[src/rtl/gate_array_filt.sv]
// Bank of CHANNELS two-input gates with a run-time selectable function.
// Each A/B bit is synchronised, each gate result is glitch-filtered, and every output is registered.
module gate_array_filt #(
  parameter int CHANNELS    = 4,
  parameter int SYNC_STAGES = 2,
  parameter int FILT_CYCLES = 3,
  parameter int CNT_W       = $clog2(FILT_CYCLES + 1)
) (
  input  logic                clk,
  input  logic                rst_n,
  input  logic [CHANNELS-1:0] A,
  input  logic [CHANNELS-1:0] B,
  input  logic [2:0]          mode_in,
  input  logic                mode_load,
  input  logic                oe,
  output logic [CHANNELS-1:0] Y,
  output logic                Y_oe,
  output logic [CHANNELS-1:0] chg,
  output logic [2:0]          mode
);

  typedef enum logic [2:0] {
    FN_NAND  = 3'd0,
    FN_AND   = 3'd1,
    FN_OR    = 3'd2,
    FN_NOR   = 3'd3,
    FN_XOR   = 3'd4,
    FN_XNOR  = 3'd5,
    FN_NOT_A = 3'd6,
    FN_BUF_A = 3'd7
  } gate_fn_t;

  localparam logic [CNT_W-1:0] CNT_LAST = CNT_W'(FILT_CYCLES - 1);

  logic [CHANNELS-1:0] sync_a [SYNC_STAGES];
  logic [CHANNELS-1:0] sync_b [SYNC_STAGES];
  logic [CHANNELS-1:0] s_a;
  logic [CHANNELS-1:0] s_b;
  logic [CHANNELS-1:0] r;
  logic [CNT_W-1:0]    cnt [CHANNELS];
  gate_fn_t            mode_q;

  // Synchroniser chains for the asynchronous pad inputs.
  always_ff @(posedge clk or negedge rst_n) begin
    if (!rst_n) begin
      for (int s = 0; s < SYNC_STAGES; s++) begin
        sync_a[s] <= '0;
        sync_b[s] <= '0;
      end
    end else begin
      sync_a[0] <= A;
      sync_b[0] <= B;
      for (int s = 1; s < SYNC_STAGES; s++) begin
        sync_a[s] <= sync_a[s-1];
        sync_b[s] <= sync_b[s-1];
      end
    end
  end

  assign s_a = sync_a[SYNC_STAGES-1];
  assign s_b = sync_b[SYNC_STAGES-1];

  always_ff @(posedge clk or negedge rst_n) begin
    if (!rst_n) begin
      mode_q <= FN_NAND;
    end else if (mode_load) begin
      mode_q <= gate_fn_t'(mode_in);
    end
  end

  assign mode = mode_q;

  always_comb begin
    r = '0;
    case (mode_q)
      FN_NAND:  r = ~(s_a & s_b);
      FN_AND:   r = s_a & s_b;
      FN_OR:    r = s_a | s_b;
      FN_NOR:   r = ~(s_a | s_b);
      FN_XOR:   r = s_a ^ s_b;
      FN_XNOR:  r = ~(s_a ^ s_b);
      FN_NOT_A: r = ~s_a;
      FN_BUF_A: r = s_a;
    endcase
  end

  // A mode load restarts every filter and holds Y, even if a channel was about to expire.
  always_ff @(posedge clk or negedge rst_n) begin
    if (!rst_n) begin
      for (int i = 0; i < CHANNELS; i++) begin
        cnt[i] <= '0;
      end
      Y   <= '1;
      chg <= '0;
    end else if (mode_load) begin
      for (int i = 0; i < CHANNELS; i++) begin
        cnt[i] <= '0;
      end
      chg <= '0;
    end else begin
      for (int i = 0; i < CHANNELS; i++) begin
        chg[i] <= 1'b0;
        if (r[i] == Y[i]) begin
          cnt[i] <= '0;
        end else if (cnt[i] == CNT_LAST) begin
          Y[i]   <= r[i];
          cnt[i] <= '0;
          chg[i] <= 1'b1;
        end else begin
          cnt[i] <= cnt[i] + 1'b1;
        end
      end
    end
  end

  always_ff @(posedge clk or negedge rst_n) begin
    if (!rst_n) begin
      Y_oe <= 1'b0;
    end else begin
      Y_oe <= oe;
    end
  end

endmodule

[config.mk]
export PLATFORM = sky130hd
export DESIGN_NAME = gate_array_filt
export DESIGN_NICKNAME = d
export VERILOG_FILES = /design/src/rtl/gate_array_filt.sv
export SDC_FILE = /design/constraint.sdc
export NUM_CORES = 1
export LEC_CHECK = 0
export CORE_MARGIN = 5
export CORE_UTILIZATION = 50
export CTS_BUF_LIST = sky130_fd_sc_hd__clkbuf_8
export CTS_CLUSTER_SIZE = 14
export DETAILED_ROUTE_END_ITERATION = 10
export GPL_TIMING_DRIVEN = 0
export PLACE_DENSITY = 0.77
export SYNTH_ARGS = -nofsm -noshare
export SYNTH_HDL_FRONTEND = slang
export SYNTH_SLANG_ARGS = --single-unit
[constraint.sdc]
create_clock -name clk -period 2 [get_ports clk]
set_input_delay 0.3 -clock clk [delete_from_list [all_inputs] [get_ports clk]]
set_output_delay 0.3 -clock clk [all_outputs]
set_load 0.1 [all_outputs]
==> results of run 1 <==
worst paths after layout:
| kind | startpoint | to | slack (ps) | depth (start not counted) |
|---|---|---|---|---|
| worst min register to register | sync_a[6]$_DFF_PN0_ | s_a[2]$_DFF_PN0_ | 350 | 0 |
| min in group clk | sync_a[6]$_DFF_PN0_ | s_a[2]$_DFF_PN0_ | 350 | 0 |
| worst min-delay path | rst_n | chg[0]$_DFF_PN0_ | 80 | 1 |
| max in group asynchronous | rst_n | mode[1]$_DFFE_PN0P_ | 1400 | 1 |
| worst max-delay path | Y[0]$_DFFE_PN1P_ | Y[0] | 40 | 1 |
| worst max register to register | s_a[1]$_DFF_PN0_ | cnt[5]$_DFF_PN0_ | 160 | 5 |
sequential cells by signal (all words and copies together), names as in the netlist:
signal / count
sync_a: 4
sync_b: 4
Y: 4
s_a: 4
s_b: 4
chg: 4
mode: 3
Y_oe: 1
cnt: 8
cell type report:
cell class | instances | area share
repair buffers | 26 | 0.123
clock buffers | 7 | 0.0514
well taps | 31 | 0.0207
clock inverters | 1 | 0.00200
plain buffers | 2 | 0.00468
flip-flops and latches | 36 | 0.486
inverters | 14 | 0.0281
multi-input cells | 47 | 0.285
metal layers:
| layer | GRT usage | wire length [µm] | vias to the layer above |
|---|---|---|---|
| li1 | - | - | 395 |
| met1 | 0.137 | 801 | 432 |
| met2 | 0.252 | 1290 | 26 |
| met3 | 0.0656 | 191 | 7 |
| met4 | 0.0633 | 48 | 0 |
| met5 | 0 | 0 | - |
Yosys cell counts:
cell and instances:
sky130_fd_sc_hd__xor3_1 2, sky130_fd_sc_hd__xnor2_1 2, sky130_fd_sc_hd__nor2b_1 2, sky130_fd_sc_hd__xor2_1 2
sky130_fd_sc_hd__mux4_1 1, sky130_fd_sc_hd__buf_2 1, sky130_fd_sc_hd__xnor3_1 2, sky130_fd_sc_hd__nor4b_2 4
sky130_fd_sc_hd__clkbuf_1 1, sky130_fd_sc_hd__a21oi_1 4, sky130_fd_sc_hd__mux2_2 3, sky130_fd_sc_hd__nor2_1 4
sky130_fd_sc_hd__dfstp_2 4, sky130_fd_sc_hd__nor3b_1 4, sky130_fd_sc_hd__mux4_2 3, sky130_fd_sc_hd__inv_1 14
sky130_fd_sc_hd__and2b_1 2, sky130_fd_sc_hd__dfrtp_1 32, sky130_fd_sc_hd__ha_1 8, sky130_fd_sc_hd__nor4_1 4
metrics by stage:
| step | instance area, µm² | hold slack, ps |
|---|---|---|
| floorplan | 1500 | 4.41 |
| global placement | 1800 | 331 |
| detailed placement | 1800 | 335 |
| CTS | 1890 | 110 |
| global route | 1870 | 153 |
| finish | 1870 | 80.7 |
cells by family (layout without fill, tap and decap cells):
family | after synthesis | count (layout) | synth area share
compound gates | 4 | 4 | 0.0133
xor+xnor | 8 | 8 | 0.0851
fa+ha+maj | 8 | 8 | 0.0667
buf+inv | 16 | 50 | 0.0409
flops | 36 | 36 | 0.604
mux | 7 | 7 | 0.0851
simple gates | 20 | 20 | 0.105
power groups by stage:
stage / Sequential, W / Combinational (W) / Clock (W)
2_1_floorplan: 0.00138 / 0.000319 / 0
3_3_place_gp: 0.000982 / 0.000893 / 0
3_5_place_dp: 0.000994 / 0.000917 / 0
4_1_cts: 0.000980 / 0.000890 / 0.000561
5_1_grt: 0.000999 / 0.000923 / 0.000602
6_report: 0.000978 / 0.000864 / 0.000542
timing repair:
action	4_1_cts	5_1_grt
cloned	0	0
endpoints found under the setup margin	12	3
resized for setup	16	3
setup buffers	0	0
==> impl.org, run 1 <==
** Die
- The initial utilization of the core area, before any placement, comes to 0.535.
- Die outline width :: 64.8 µm
- Die outline area :: 4200 µm²
- The total area inside the core boundary comes to 2810 µm².
- Chip height :: 64.8 µm
- 27 I/O pins were placed.
- After floorplanning, the core was divided into 19 placement rows.

** Placed design
- At the placement stage, the worst setup path has a slack of 23.0 ps.
- The wire-length estimate of the detail-placed layout is 1.77 mm.
- In this run, placement finished with an instance count of 156.
- The congestion estimate from routability-driven global placement came to 0.699.
- Buffers placed on the I/O ports in this run total 26.

** Yosys
- Yosys printed 0 warnings.
- Portion of synthesized cell area occupied by the leading cell type :: 0.534
- After technology mapping, the gate count stands at 99.
- Netlist Area Pre-Place :: 1500 µm²
- The synthesized netlist contains 20 unique library cells.
- Synthesis produced a netlist with a net count of 122.
- Share of the yosys chip area belonging to registers :: 0.604
- By area the synthesized netlist is led by sky130_fd_sc_hd__dfrtp_1 (53%), sky130_fd_sc_hd__dfstp_2 (7.0%), sky130_fd_sc_hd__ha_1 (6.7%).
- Yosys top cell by area :: sky130_fd_sc_hd__dfrtp_1
- The average instance in the mapped netlist occupies 15.2 µm².
- In this run, synthesis produced a sequential element count of 36.

** Final layout
- Synthesis-to-finish area growth :: 24.9%
- At the end of the flow the core is filled with cells to 0.668.
- Leaving out fill and tap cells, the most frequent cell in the layout is sky130_fd_sc_hd__dfrtp_1.
- The repair_antennas step left the layout with diodes totalling 0.
- Commonest cells after routing, fill and taps aside :: sky130_fd_sc_hd__dfrtp_1 (29), sky130_fd_sc_hd__inv_1 (15), sky130_fd_sc_hd__clkdlybuf4s50_1 (13), sky130_fd_sc_hd__ha_1 (8), sky130_fd_sc_hd__dlygate4sd2_1 (8)
- Ratio of cells with drive above 1 in the final layout :: 0.218
- The net count of the finished layout is 155.
- Filler cell count in the final layout :: 224
- After the flow finishes, the layout carries non-filler instances totaling 164.
- Multi-input combinational cell area :: 533 µm²
- Registers take 910 µm².

** Routing
- Initial detailed-routing violation count :: 18
- Via count normalized by instance count :: 5.24
- The first detailed-routing pass ran for 4 iterations.
- For this run, design rule violations remaining after detail routing come to 0.
- The count of nets left with antenna violations once routing finished came out at 0.
- Dividing the detail-routed wire length by the instance count gives 14.2 µm.
- Overall via count from detail_route :: 860
- Final Routed Wirelength :: 2.33 mm

** Timing
- Worst clock skew on the final layout :: 6.05 ps
- Final setup vio count :: 0
- Setup tns final :: 0 ps
- For the pin with the worst max-slew slack, the measured transition is 962 ps.
- RSZ-0062 raised after global routing :: false
- Portion of the clock cycle consumed by the worst path in the final layout :: 0.979
- Based on the critical path, the design can be clocked at up to 511 MHz.
- Post-route setup slack :: 42.2 ps
- The number of pins exceeding their max-slew limit in the final report is 0.
- Hold Vio Cnt, Final :: 0
- The worst pin sits at a relative slew slack of 0.361.
- The worst path in the final design needs a cycle of 1960 ps, including I/O delays and setup.

** GRT
- Antenna violations before repair :: 0
- Vias in the first global route :: 966
- Wire length of the first global-routing pass :: 4.33 mm
- Overall track demand over capacity in global routing :: 0.141
- Grt ovf :: 0
- Entering global routing, the biggest net connects 37 pins.

** CTS
- The number of clock buffers added by TritonCTS is 5.
- H-tree levels :: 2
- The number of hold buffers added after CTS was 0.
- The clock drives 36 sinks.
- In this run the deepest clock path goes through 2 buffers.
- Latest clock arrival within the worst-skew pair :: 280 ps
- Register clock-pin slew on the reported worst setup and hold paths :: 70 ps
- TritonCTS built the clock tree.
- Root Driver :: sky130_fd_sc_hd__clkbuf_8

** Hold path
- Kind of path behind the tightest hold check :: in -> async

** Run
- The tool flagged a number of max-cap violations equal to 0.

** Pwr
- In this run the static leakage power is 0.913 nW.
- Combinational group share of total power :: 0.362
- The design draws 0.00238 W.
- Power Dens Cells :: 1270 nW/µm²
- Flop pwr share :: 0.410
- The internal portion of the total power is 0.00147 W.
- Net load switching power :: 0.000910 W
- Worst ir drop on vdd :: 0.664 mV
- Net Sw Frac :: 0.382
- Of the total power, the clock network draws 0.227.

** Worst setup path
- Maximum fanout along the worst path :: 3
- Critical-path cell list :: clkdlybuf4s15_1
- Data arrives at the worst endpoint at 1660 ps.
- The cell family contributing the most delay on the critical path is buffers and inverters.
- Startpoint type of the worst setup path :: register
- CP max-delay cell :: sky130_fd_sc_hd__clkdlybuf4s15_1
- Worst setup path category :: reg -> out
- The worst setup path is captured at an output pin.
- Longest individual stage delay on the worst path :: 820 ps
- Required time reported for the critical path endpoint :: 1700 ps
- CP Buf/Inv Count :: 1

** Status
- Run status :: finished, final reports clean
Note: power is estimated with default switching activity, not from simulation.
==> inputs of run 2 (changes only) <==
- CTS_BUF_LIST: sky130_fd_sc_hd__clkbuf_8 -> sky130_fd_sc_hd__clkbuf_4 sky130_fd_sc_hd__clkbuf_8 sky130_fd_sc_hd__clkbuf_16
==> run 2 against run 1 <==
Net effect:
- design area fell by 0.80%
- die area is the same
- sequential power hardly changed
- wire length shrank 0.86%
- non-clock buffer count unchanged
- clock skew up 5.7 ps
- flip-flop and latch count unchanged
- clock power is 20% lower
- clock-buffer cell count is 1 higher
- fmax rose by 6.1%
- first-iteration DRC count did not move
- utilization shrank 0.54 points
==> impl.org, run 2 (same netlist as run 1, synthesis figures left out) <==
** Worst setup path
- Maximum fanout along the worst path :: 2
- Critical-path cell list :: dlygate4sd2_1
- At the worst endpoint, the arrival time is 1550 ps.
- For this run, the slowest stage of the critical path takes 850 ps.
- STA classifies the critical path startpoint as a register.
- The worst setup path is captured at an output pin.
- Counting both buffers and inverters, the worst setup path holds a total of 1.
- Worst setup path category :: reg -> out
- The slowest stage of the critical path belongs to the cell sky130_fd_sc_hd__dlygate4sd2_1.
- Required time reported for the critical path endpoint :: 1700 ps
- Broken down by cell family, the worst path's largest delay share belongs to buffers and inverters.

** Die
- The floorplan has 19 rows.
- The die is 64.8 µm wide.
- For this configuration, the core starts out at a cell density of 0.535.
- After floorplanning, the core was sized to cover 2810 µm².
- The die is 64.8 µm tall.
- The die covers 4200 µm².
- For this design the top-level I/O count stands at 27.

** Placed design
- Final weighted congestion in routability-driven placement :: 0.699
- HPWL reported at the end of detailed placement :: 1.77 mm
- Cell Area, Placed :: 1800 µm²
- IO buf count :: 26
- The number of placed instances, taps included, is 156.

** CTS
- The later pin in the worst-skew pair is clocked with a latency of 330 ps.
- Register clock-pin slew on the reported worst setup and hold paths :: 100 ps
- CTS tree :: done
- Maximum clock insertion buffer count :: 2
- Root Driver :: sky130_fd_sc_hd__clkbuf_4
- The H-tree was split into 2 levels.
- Number of CTS-inserted buffers :: 5
- Hold repair after CTS inserted 0 buffers.
- Clock Sinks :: 36

** GRT
- The number of antenna violations at the first check in global routing is 0.
- Overall track demand over capacity in global routing :: 0.140
- Vias in the first global route :: 958
- Wire length of the first global-routing pass :: 4.24 mm
- Entering global routing, the biggest net connects 37 pins.
- Grt ovf :: 0

** Pwr
- Of the total power, the share spent switching nets is 0.388.
- Net load switching power :: 0.000891 W
- VDD sags by at most 0.586 mV.
- Summed over all cells, the static leakage comes to 0.898 nW.
- Combinational group share of total power :: 0.386
- In this run the power density over the cells is 1240 nW/µm².
- Clock network fraction of design power :: 0.190
- Of the total power, registers draw 0.424.
- Internal power comes to 0.00141 W.

** Final layout
- For this run, the share of the core covered by cells in the final layout is 0.662.
- Final cell area excluding filler cells :: 1860 µm²
- The register with the most flip-flops in the final layout is cnt.
- Ratio of cells with drive above 1 in the final layout :: 0.248
- Final non-filler cell total :: 164
- The register with the most flip-flops in the layout has 8 of them.
- The repair_antennas step left the layout with diodes totalling 0.
- Leaving out fill and tap cells, the most frequent cell in the layout is sky130_fd_sc_hd__dfrtp_1.
- Synthesis-to-finish area growth :: 23.9%
- The final layout contains 155 nets.
- In the layout the commonest cells are sky130_fd_sc_hd__dfrtp_1 (29), sky130_fd_sc_hd__inv_1 (14), sky130_fd_sc_hd__clkdlybuf4s50_1 (13), sky130_fd_sc_hd__ha_1 (8).

** Routing
- Initial detailed-routing violation count :: 18
- Detailed-route wire length per cell :: 14.1 µm
- The final layout contains routed wiring with a total length of 2.31 mm.
- Post-route ant nets :: 0
- Dividing the detail-routed via count by the number of cells gives 5.25.
- Detailed Routing Iterations Pass 1 :: 4
- The routed layout has 861 vias.
- DRC violation count after routing :: 0

** Timing
- Slew @ Worst Pin :: 962 ps
- The clock period could shrink to 1850 ps.
- Hold Vio Cnt, Final :: 0
- RSZ-0062 raised after global routing :: false
- Headroom to the max-slew limit :: 0.361
- Highest Clock Rate :: 542 MHz
- Worst clock skew on the final layout :: 11.8 ps
- Of the available clock period, the critical path in the final layout requires 0.923.
- The number of pins exceeding their max-slew limit in the final report is 0.
- After routing, the total negative slack on setup checks comes to 0 ps.
- Final setup vio count :: 0

** Hold path
- In this run the worst hold path is classified as in -> async.

** Status
- Run status :: finished, final reports clean

** Run
- Max cap viols :: 0
## run 2: worst paths after layout
| kind | from | endpoint | slack, ps | depth (start not counted) |
|---|---|---|---|---|
| hold / removal | rst_n | chg[0]$_DFF_PN0_ | 20 | 1 |
| max in group asynchronous | rst_n | mode[1]$_DFFE_PN0P_ | 1450 | 1 |
| setup / recovery | mode[0]$_DFFE_PN0P_ | mode[0] | 150 | 1 |
| setup reg to reg | s_a[1]$_DFF_PN0_ | cnt[5]$_DFF_PN0_ | 160 | 5 |
| min in group clk | sync_b[4]$_DFF_PN0_ | s_b[0]$_DFF_PN0_ | 350 | 0 |
| hold reg to reg | sync_b[4]$_DFF_PN0_ | s_b[0]$_DFF_PN0_ | 350 | 0 |
## run 2: metal layers
layer,vias up,routed length [µm],track usage
met3,5,182,0.0708
met5,-,0,0
li1,399,-,-
met2,23,1290,0.252
met4,0,52,0.0633
met1,434,788,0.131
## run 2: power by group through the flow
stage	sequential, W	clock [W]	combinational (W)
floorplan	0.00138	0	0.000319
global placement	0.000982	0	0.000893
detailed placement	0.000994	0	0.000917
CTS	0.000979	0.000458	0.000897
global route	0.000999	0.000504	0.000941
finish	0.000975	0.000436	0.000886
## run 2: cell type report
class,instances,area (µm²)
buffer,2,8.76
clock buffer,8,72.6
fill,223,947
inverter,14,52.6
multi-input combinational,47,533
sequential,36,910
tap,31,38.8
timing repair buffer,26,243
## run 2: per-stage QoR
| step | setup WS, ps | hold WS (ps) | power (W) |
|---|---|---|---|
| after global routing | 2.41 | 70.9 | 0.00244 |
| after CTS | 7.11 | 41.9 | 0.00233 |
| final | 154 | 20.5 | 0.00230 |
| after global placement | -179 | 331 | 0.00188 |
| after detailed placement | 23.0 | 335 | 0.00191 |
| after floorplan | 57.8 | 4.41 | 0.00170 |
## run 2: timing repair
action / CTS / global route
endpoints found under the setup margin: 12 / 2
setup buffers: 0 / 0
endpoints found under the hold margin: 0 / 0
resized for setup: 20 / 4
